`src/rtl/hh_mod_pkg.sv`:
```
// Shared definitions for the codeword modulator: FSM state encoding and
// default geometry (preamble length, chips per bit, payload word width).
package hh_mod_pkg;

    typedef enum logic [1:0] {
        IDLE     = 2'd0,
        PREAMBLE = 2'd1,
        PAYLOAD  = 2'd2,
        DONE     = 2'd3
    } hh_state_t;

    localparam int unsigned HH_PREAMBLE_LEN  = 48;
    localparam int unsigned HH_CHIPS_PER_BIT = 33;
    localparam int unsigned HH_DATA_W        = 10;

endpackage

```
`src/rtl/hh_word_shifter.sv`:
```
// Payload word shifter: holds the word being sent (MSB first) and the index
// of the bit currently on air.
// Ports:
//   clock, reset (async, active-low)
//   clear      - drop back to bit 0 (packet abort)
//   load       - capture data, restart at bit 0
//   shift      - advance to the next bit
//   data       - word to load
//   cur_bit    - bit currently being modulated (shreg MSB)
//   last_bit_c - high while the final bit of the word is on air
module hh_word_shifter #(
    parameter int unsigned DATA_W = 10
) (
    input  logic              clock,
    input  logic              reset,
    input  logic              clear,
    input  logic              load,
    input  logic              shift,
    input  logic [DATA_W-1:0] data,
    output logic              cur_bit,
    output logic              last_bit_c
);

    localparam int unsigned IDX_W = (DATA_W > 1) ? $clog2(DATA_W) : 1;

    logic [DATA_W-1:0] shreg;
    logic [IDX_W-1:0]  bit_idx;

    // Clear has priority so an abort never leaves a stale bit position.
    always_ff @(posedge clock or negedge reset) begin
        if (!reset) begin
            shreg   <= '0;
            bit_idx <= '0;
        end else if (clear) begin
            bit_idx <= '0;
        end else if (load) begin
            shreg   <= data;
            bit_idx <= '0;
        end else if (shift) begin
            shreg   <= shreg << 1;
            bit_idx <= bit_idx + IDX_W'(1);
        end
    end

    assign cur_bit    = shreg[DATA_W-1];
    assign last_bit_c = (bit_idx == IDX_W'(DATA_W - 1));

endmodule

```
`src/rtl/hh_codeword_modulator.sv`:
```
// Backscatter codeword modulator: toggling preamble followed by a gapless
// stream of payload words, each bit spread over CHIPS_PER_BIT chips
// (toggle bit flips mod_out every chip, hold bit keeps it constant).
// Ports:
//   clock, reset (async, active-low)
//   trigger    - packet enable level; low aborts from any state
//   invert     - 0: data 1 toggles, 1: data 0 toggles
//   in_data/in_valid/in_last/in_ready - word handshake (in_ready is
//                combinational from registered state)
//   mod_out    - RF switch drive
//   busy       - packet in PREAMBLE or PAYLOAD
//   done       - one-cycle pulse on normal completion
//   underrun   - sticky: no word offered at a word boundary
//   words_sent - completed words in this packet (wraps)
module hh_codeword_modulator
    import hh_mod_pkg::*;
#(
    parameter int unsigned DATA_W        = HH_DATA_W,
    parameter int unsigned PREAMBLE_LEN  = HH_PREAMBLE_LEN,
    parameter int unsigned CHIPS_PER_BIT = HH_CHIPS_PER_BIT,
    parameter int unsigned CNT_W         = 8
) (
    input  logic              clock,
    input  logic              reset,
    input  logic              trigger,
    input  logic              invert,
    input  logic [DATA_W-1:0] in_data,
    input  logic              in_valid,
    input  logic              in_last,
    output logic              in_ready,
    output logic              mod_out,
    output logic              busy,
    output logic              done,
    output logic              underrun,
    output logic [7:0]        words_sent
);

    hh_state_t        state;
    logic [CNT_W-1:0] chip_cnt;
    logic             last_q;

    logic cur_bit;
    logic last_bit_c;
    logic pre_last_c;
    logic chip_last_c;
    logic accept_c;
    logic load_c;
    logic shift_c;

    assign pre_last_c  = (chip_cnt >= CNT_W'(PREAMBLE_LEN - 1));
    assign chip_last_c = (chip_cnt == CNT_W'(CHIPS_PER_BIT - 1));

    // Ready only on the final preamble chip or the final chip of a
    // non-last word, so the next word starts with no bubble.
    assign in_ready = ((state == PREAMBLE) && (chip_cnt == CNT_W'(PREAMBLE_LEN - 1)))
                   || ((state == PAYLOAD) && chip_last_c && last_bit_c && !last_q);
    assign accept_c = in_valid && in_ready;
    assign load_c   = trigger && accept_c;
    assign shift_c  = trigger && (state == PAYLOAD) && chip_last_c && !last_bit_c;

    hh_word_shifter #(
        .DATA_W (DATA_W)
    ) u_shifter (
        .clock      (clock),
        .reset      (reset),
        .clear      (!trigger),
        .load       (load_c),
        .shift      (shift_c),
        .data       (in_data),
        .cur_bit    (cur_bit),
        .last_bit_c (last_bit_c)
    );

    // Packet FSM, chip counter and registered outputs.
    always_ff @(posedge clock or negedge reset) begin
        if (!reset) begin
            state      <= IDLE;
            chip_cnt   <= '0;
            last_q     <= 1'b0;
            mod_out    <= 1'b0;
            busy       <= 1'b0;
            done       <= 1'b0;
            underrun   <= 1'b0;
            words_sent <= '0;
        end else begin
            done <= 1'b0;
            if (!trigger) begin
                // Abort: status flags are kept for inspection until next start.
                state    <= IDLE;
                chip_cnt <= '0;
                last_q   <= 1'b0;
                mod_out  <= 1'b0;
                busy     <= 1'b0;
            end else begin
                case (state)
                    IDLE: begin
                        mod_out    <= ~mod_out;
                        chip_cnt   <= CNT_W'(1);
                        state      <= PREAMBLE;
                        busy       <= 1'b1;
                        underrun   <= 1'b0;
                        words_sent <= '0;
                    end
                    PREAMBLE: begin
                        mod_out  <= ~mod_out;
                        chip_cnt <= chip_cnt + CNT_W'(1);
                        if (pre_last_c) begin
                            if (accept_c) begin
                                state    <= PAYLOAD;
                                chip_cnt <= '0;
                                last_q   <= in_last;
                            end else begin
                                underrun <= 1'b1;
                                state    <= DONE;
                                busy     <= 1'b0;
                                mod_out  <= 1'b0;
                            end
                        end
                    end
                    PAYLOAD: begin
                        if (cur_bit ^ invert) begin
                            mod_out <= ~mod_out;
                        end
                        chip_cnt <= chip_cnt + CNT_W'(1);
                        if (chip_last_c) begin
                            chip_cnt <= '0;
                            if (last_bit_c) begin
                                words_sent <= words_sent + 8'd1;
                                if (last_q) begin
                                    state <= DONE;
                                    done  <= 1'b1;
                                    busy  <= 1'b0;
                                end else if (accept_c) begin
                                    last_q <= in_last;
                                end else begin
                                    underrun <= 1'b1;
                                    state    <= DONE;
                                    busy     <= 1'b0;
                                end
                            end
                        end
                    end
                    DONE: begin
                        mod_out <= 1'b0;
                    end
                    default: begin
                        state <= IDLE;
                    end
                endcase
            end
        end
    end

endmodule

```
`config.mk`:
```
export PLATFORM = sky130hd
export DESIGN_NAME = hh_codeword_modulator
export DESIGN_NICKNAME = d
export VERILOG_FILES = /design/src/rtl/hh_mod_pkg.sv /design/src/rtl/hh_word_shifter.sv /design/src/rtl/hh_codeword_modulator.sv
export SDC_FILE = /design/constraint.sdc
export NUM_CORES = 1
export LEC_CHECK = 0
export ABC_AREA = 1
export ABC_CLOCK_PERIOD_IN_PS = 2020
export CORE_UTILIZATION = 57
export CTS_BUF_LIST = sky130_fd_sc_hd__clkbuf_8
export CTS_CLUSTER_DIAMETER = 100
export DETAILED_ROUTE_END_ITERATION = 8
export GPL_TIMING_DRIVEN = 0
export HOLD_SLACK_MARGIN = 0.08
export MAX_ROUTING_LAYER = met4
export PLACE_DENSITY = 0.93
export SYNTH_ARGS = -nofsm -noshare
export SYNTH_HDL_FRONTEND = slang
export SYNTH_SLANG_ARGS = --single-unit
```
`constraint.sdc`:
```
create_clock -name clock -period 2.02 [get_ports clock]
set_input_delay 0.404 -clock clock [delete_from_list [all_inputs] [get_ports clock]]
set_output_delay 0.404 -clock clock [all_outputs]
set_load 0.005 [all_outputs]
```
* After elaboration in Yosys (flattened, before gate mapping)
Index checks and enable logic that the tools add are counted.
Storage, ports and cells: register bits 37, bits of input ports 16, output and inout bits 13, logic and storage cells 109
Cells by class: $add $sub $neg 3, magnitude comparators 1, equal/unequal tests 19, muxes and demuxes 52, bitwise logic cells 2, reduce and logical (&&, ||, !) cells 22
Operators with widths (number):
- $mux W8 | 6
- $mux W1 | 28
- $pmux W8 S3 | 1
- $mux W10 | 2
- $add A8 B1 Y8 const B | 2
- $eq A8 B6 Y1 const B | 2
- $pmux W8 S2 | 1
- $mux W2 | 6
- $mux W4 | 3
- $ne A3 B3 Y1 const B | 4
- $reduce_and A5 Y1 | 2
- $logic_and A1 B1 Y1 | 9
- $ge A8 B6 Y1 const B | 1
- $ne A2 B2 Y1 const B | 4
- $reduce_and A4 Y1 | 2
- $ne A3 B1 Y1 const B | 2
- $pmux W1 S3 | 2
- $pmux W2 S3 | 1
- $reduce_and A6 Y1 | 1
- $add A4 B1 Y4 const B | 1
- $eq A2 B2 Y1 const B | 2
- $eq A4 B4 Y1 const B | 1
- $ne A4 B1 Y1 const B | 1
- $ne A4 B4 Y1 const B | 1
- 12 further kinds | 14

* Longest topological paths before layout
Gate-level depths: netlist (run 1).
depth after elaboration 12, depth in mapped cells 14, mapped depth without buffers 14

* Modules after synthesis
A second synthesis (run 1) with hierarchy kept.
Second synthesis, totals: cell total of the unflattened synthesis 293, area total of the unflattened synthesis 2328.5 um^2
By module, submodules not included:
- hh_codeword_modulator | instances 1, cells each 200, area an instance 1545.2 um^2, sequential area each 575.6 um^2
- hh_word_shifter | instances 1, cells each 93, area an instance 783.3 um^2, sequential area each 350.3 um^2

* Worst setup path after synthesis (run 1)
OpenSTA, ideal clock, no wires.
path type flip-flop to flip-flop, from reg state[0], to reg u_shifter.shreg[1], setup time 0.116 ns, arrival time 1.662 ns, data required time 1.904 ns, slack 0.242 ns, stages on the path, launching flop included 14, path buffers 2, path through dfrtp_1 > inv_1 > ha_1 > buf_4 > inv_2 > nor2_1 > nand3_1 > nand2_4 > nand2_4 > nor2_8 > inv_4 > buf_6 > o21ai_2 > inv_1
On the way: cells in the longest elaborated chain, start to end 9, elaborated cells on any way between the ends 15, those cells by class eq/ne: 2; mux: 1; reduce/logical: 12
Ends and longest elaborated chain:
- start: declaration | line hh_codeword_modulator.sv:38 | hh_state_t state;
- start signal: assignment | line hh_codeword_modulator.sv:77 | state <= IDLE;
- start signal: assignment | line hh_codeword_modulator.sv:89 | state <= IDLE;
- start signal: assignment | line hh_codeword_modulator.sv:99 | state <= PREAMBLE;
- $eq A2 B2 Y1 | line hh_codeword_modulator.sv:56 | || ((state == PAYLOAD) && chip_last_c && last_bit_c && !last_q);
- $logic_and A1 B1 Y1 (3 in series) | line hh_codeword_modulator.sv:56
- $logic_or A1 B1 Y1 * | line hh_codeword_modulator.sv:56
- named net in_ready | line hh_codeword_modulator.sv:30 | output logic in_ready,
- $logic_and A1 B1 Y1 * | line hh_codeword_modulator.sv:57 | assign accept_c = in_valid && in_ready;
- $logic_and A1 B1 Y1 * | line hh_codeword_modulator.sv:58 | assign load_c = trigger && accept_c;
- $reduce_bool A2 Y1 (no source line)
- $reduce_and A2 Y1 (no source line)
- end signal: assignment | line hh_word_shifter.sv:37 | shreg <= data;
- end signal: assignment | line hh_word_shifter.sv:40 | shreg <= shreg << 1;
- end: declaration | line hh_word_shifter.sv:26 | logic [DATA_W-1:0] shreg;
The timed path passes the listed nets; every way through them passes the cells marked *. A chain may end at the register's enable or synchronous reset.

* Worst setup path in the final report (run 1)
from reg state[0], to out in_ready
On the way: cells in the longest elaborated chain, start to end 5, elaborated cells on any way between the ends 7, those cells by class eq/ne: 2; reduce/logical: 5
Ends and longest elaborated chain (line):
- $eq A2 B2 Y1 | hh_codeword_modulator.sv:56
- $logic_and A1 B1 Y1 (3 in series) | hh_codeword_modulator.sv:56
- $logic_or A1 B1 Y1 * | hh_codeword_modulator.sv:56
- end: declaration | hh_codeword_modulator.sv:30
Mark *: on every way between the ends. The rest lies on a longest branch, timed or not.

==> results of run 1 <==
[worst min-delay path by stage]
| stage | start | to | cells past startpoint |
|---|---|---|---|
| 6_report | reset | underrun | 1 |
| 5_1_grt | reset | words_sent[1] | 1 |
| 4_1_cts | reset | words_sent[1] | 1 |
| 3_5_place_dp | u_shifter.shreg[3] | u_shifter.shreg[4] | 2 |
| 3_3_place_gp | underrun | underrun | 2 |
| 2_1_floorplan | reset | busy | 0 |
[routing by layer]
layer  global-route usage, %  part of all wire [%]
met5                       -                     0
met4                   11.36                   1.5
met1                   31.47                    43
met2                   41.49                    50
met3                   6.250                   5.5
[through the flow]
step / std cells / utilization (%)
2_1_floorplan: 280 / -
3_3_place_gp: 355 / 68.66
3_5_place_dp: 355 / 68.52
4_1_cts: 366 / 72.15
5_1_grt: 367 / 73.00
6_report: 367 / 73.00
[cell families (layout without fill, tap and decap cells)]
kind of cell	after synthesis	count (layout)	synth area share (%)
simple gates	149	149	31.75
buf+inv	44	83	8.424
flops	37	37	42.41
xor+xnor	9	9	3.611
fa+ha+maj	9	9	5.158
compound gates	32	32	8.654
[placed cells by master, fill, tap and decap left out, types with 9 or more instances in the layout]
| cell type | count |
|---|---|
| clkdlybuf4s50_1 | 25 |
| dfrtp_1 | 37 |
| inv_1 | 29 |
| inv_2 | 9 |
| nand2_1 | 77 |
| nand3_1 | 25 |
| nor2_1 | 14 |
| o21ai_0 | 12 |
[flip-flops by register name (all words and copies together), names as in the netlist]
| register | cells |
|---|---|
| u_shifter.shreg | 10 |
| state | 2 |
| last_q | 1 |
| words_sent | 8 |
| done | 1 |
| mod_out | 1 |
| u_shifter.bit_idx | 4 |
| busy | 1 |
| underrun | 1 |
| chip_cnt | 8 |
[worst max-delay path, stage by stage (launching register included)]
cell and delay [ps]:
dfrtp_1 390, inv_2 70, ha_2 160, buf_6 100, inv_4 50, nor2_4 110, nand3_2 100, nand2_4 90
clkbuf_2 110
[final cells by class]
type	instances	area, µm²	share of cell area [%]
Inverter	39	151.4	5.665
Timing Repair Buffer	31	290.3	10.86
Sequential cell	37	925.9	34.64
Tap cell	48	60.06	2.247
Buffer	5	45.04	1.685
Clock buffer	5	68.82	2.575
Clock inverter	3	13.76	0.5150
Multi-Input combinational cell	199	1117	41.81
[power by group through the flow]
stage / clock network, mW / logic, mW / registers [mW]
floorplan: 0 / 0.486 / 0.857
detailed placement: 0 / 0.687 / 0.864
global route: 0.533 / 0.878 / 0.855
global placement: 0 / 0.670 / 0.861
finish: 0.485 / 0.781 / 0.852
CTS: 0.504 / 0.737 / 0.846
[what timing repair did]
action                                  in CTS  in global routing
pin swaps                                    3                  6
hold endpoints to repair                     0                  0
setup buffers                                3                  1
gates resized for setup                     12                 15
endpoints found under the setup margin       1                 26
==> metrics, run 1 <==
FF-to-FF Start=state[1]; final hold violation count=0; Worst-path clk slew=70 ps; height of the die=63.89 µm; setup slack after layout=138.0 ps; Syn Area/Cell=7.798 µm²; pwr dens=792.6 nW/µm²; starting density of the core=59.64%; worst min-delay path class=in -> async; crit start category=register; CP required=1620 ps; CP Class=reg -> out; relative slew slack=47.45%; CTS buffer count=5; Via density=5.349; CTS Buffer Depth=2; Lkg Pwr=1.286 nW; Max Cap Viol=0; crit path DAT=1480 ps; initial antenna violation count=0; Register-to-Register Path Depth=11; most numerous cell in the Yosys netlist=nand2_1; P_sw=0.7762 mW; Critical Path End Type=output port; Die ar.=4082 µm²; CTS Sinks=37; DRC violations left=0; ys flop type=dfrtp_1; fin. max-slew vios=0; Detailed Place HPWL=3.245 mm; Reg2Reg Setup Slack=150 ps; Root Buffer=clkbuf_8; fraction of layout cells with a size suffix above 1=16.61%; fillcell total=287; # setup viols final=0; 1st-iter DRT viols=120; Detailed Route WL=4.470 mm; sequential share of power=40.2%; DR pass1 iterations=4; largest net degree at the start of global routing=38; cells after synthesis=280; antenna viol nets, final=0; TNS Setup=0 ps; CTS tree=built; site row count=22; Clock Latency Late Sink=290 ps; sequential element share of the synthesized area=42.41%; sw frac=36.64%; Crit Path Max Fanout=7; synth top area cells=dfrtp_1, nand2_1, nand3_1; min cycle time layout=1882 ps; Layout Skew=3.828 ps; Power, Total=2.118 mW; WHS=190.4 ps; vias in the first global route=1851; Placed Area=2509 µm²; P_int=1.342 mW; GR Util All Layers=26.05%; period utilization=93.17%; die width=63.89 µm; diode count=0; Yosys cell types=31; R2R Path End=state[1]; clock network power share=22.9%; post-synth top area cell=dfrtp_1; post-place setup slack=-121.2 ps; Final Cell Area=2673 µm²; Slew @ Worst Pin=788.3 ps; Final GP Congestion=0.9191; Post-synth EDFFs=0; status=finished clean; f_max=0.5313 GHz; H-tree depth=2; Via Count=1963; syn nets=305; first-pass GRT wire length=7.921 mm; peak supply drop=0.7686 mV; most frequent cells after synthesis=nand2_1, dfrtp_1, inv_1; post-synthesis async set-or-reset flop share=100.0%; IO buf count=27; Yosys warnings=0; Logic pwr share=36.9%; fin nets=343; Critical Path End=in_ready; hold_buf cts=0; wire per inst=12.18 µm; I/O Pins=29; area share of the largest cell type after synthesis=42.41%; core area=3661 µm²; CP startpoint=state[0]; synthesized cell area=2183 µm²; Syn-to-layout area delta=22.41%; Yosys reg bits=37; remaining global-route overflow=0
Power figures use the tool's default switching activity.
==> run 2: changes to the inputs <==
Settings changed: CORE_UTILIZATION 57 to 55, CTS_BUF_LIST sky130_fd_sc_hd__clkbuf_8 to unset, PLACE_DENSITY 0.93 to 0.91.
==> metrics, run 2 (synthesis gave the netlist of run 1 again) <==
status=finished clean; Clock Latency Late Sink=290 ps; Via density=5.405; GR Util All Layers=26.07%; Crit Path Max Fanout=8; 1st-iter DRT viols=151; worst min-delay path class=in -> async; remaining global-route overflow=0; Syn-to-layout area delta=22.64%; most frequent cells in the layout=nand2_1, dfrtp_1, inv_1; Final Cell Area=2678 µm²; most used routing layer=met2; fillcell total=304; DRC violations left=0; Detailed Route WL=4.814 mm; unrepaired setup endpoints after global routing=true; Via Count=1989; fin. max-slew vios=0; setup slack after layout=124.6 ps; starting density of the core=58.32%; commonest non-fill, non-tap cell in the layout=nand2_1; WHS=201.9 ps; met1 Usage GRT=30.95%; period utilization=93.83%; core area=3744 µm²; relative slew slack=45.95%; Power, Total=2.138 mW; Final GP Congestion=0.8456; post-place setup slack=-163.3 ps; height of the die=65.01 µm; largest register by flop count=u_shifter.shreg; fraction of layout cells with a size suffix above 1=15.94%; met2 GRT Util=42.32%; # setup viols final=0; Root Buffer=clkbuf_8; peak supply drop=0.7406 mV; CTS Sinks=37; site row count=22; Max Cap Viol=0; CP required=2190 ps; CP Class=reg -> reg; H-tree depth=2; die width=65.01 µm; fin nets=344; Slew @ Worst Pin=810.8 ps; biggest regs=u_shifter.shreg: 10 flops, chip_cnt: 8 flops, words_sent: 8 flops; Die ar.=4226 µm²; diode count=0; CTS tree=built; Layout Skew=6.141 ps; I/O Pins=29; Lkg Pwr=1.282 nW; largest net degree at the start of global routing=38; CTS buffer count=5; f_max=0.5276 GHz; Worst-path clk slew=70 ps; Critical Path End Type=register; pwr dens=798.6 nW/µm²; final hold violation count=0; crit start category=register; DR pass1 iterations=4; vias in the first global route=1900; IO buf count=27; wire per inst=13.08 µm; crit path DAT=2070 ps; antenna viol nets, final=0; initial antenna violation count=0; max FFs per register=10; min cycle time layout=1895 ps; Placed Area=2509 µm²; CTS Buffer Depth=2; first-pass GRT wire length=8.093 mm; Detailed Place HPWL=3.420 mm; GR Layer Usage met3=5.810%
[run 2: changes by cell type in the layout (fill, tap and decap cells not counted), sizes merged]
cell    change
clkinv      -2
inv         -1
clkbuf      +4
[run 2: metal layers]
layer	share of wire (%)	routed length, µm
met2	50	2407
met1	43	2053
met3	5.4	259
met4	2.0	94
met5	0	0
[run 2: final cells by class]
class | count | area, µm² | share of cell area (%)
Buffer | 5 | 45.04 | 1.682
Tap cell | 48 | 60.06 | 2.243
Clock buffer | 8 | 80.08 | 2.991
Multi-Input combinational cell | 199 | 1117 | 41.73
Timing Repair Buffer | 32 | 297.8 | 11.12
Sequential cell | 37 | 925.9 | 34.58
Inverter | 39 | 151.4 | 5.654
[run 2: critical path: stages, from the launching register on]
cell     delay (ps)
dfrtp_1         420
ha_2            190
buf_6           120
buf_4           160
nor3_1          190
inv_1           110
nor2_4          130
inv_2           100
nand2_1         110
nor2_1           60
nand2_1         100
o21ai_0          90
[run 2: report_power, final]
| group | internal, mW | switching, mW |
|---|---|---|
| clock | 0.245 | 0.248 |
| combinational | 0.308 | 0.489 |
| sequential | 0.802 | 0.0462 |
[run 2: path summary, 6_finish.rpt]
| path | end | cells after the start | from | slack [ps] |
|---|---|---|---|---|
| max in group asynchronous | u_shifter.shreg[6] | 1 | reset | 1310 |
| hold / removal | underrun | 1 | reset | 200 |
| setup / recovery | state[1] | 11 | state[1] | 120 |
| hold reg to reg | underrun | 2 | underrun | 480 |
| min in group clock | state[1] | 3 | trigger | 450 |
| setup reg to reg | state[1] | 11 | state[1] | 120 |
[run 2: what timing repair did]
| action | CTS | global route |
|---|---|---|
| resized for setup | 11 | 14 |
| buffers inserted | 3 | 2 |
| pin swaps | 1 | 5 |
| hold buffers | 0 | 0 |
| endpoints found under the hold margin | 0 | 0 |
| endpoints found under the setup margin | 18 | 24 |
[run 2: per-stage QoR]
stage / cells / utilization [%] / TNS, ps
CTS: 366 / 70.52 / 0
global route: 368 / 71.52 / -25.12
global placement: 355 / 67.15 / -10210
detailed placement: 355 / 67.01 / -674.3
floorplan: 280 / - / 0
finish: 368 / 71.52 / 0
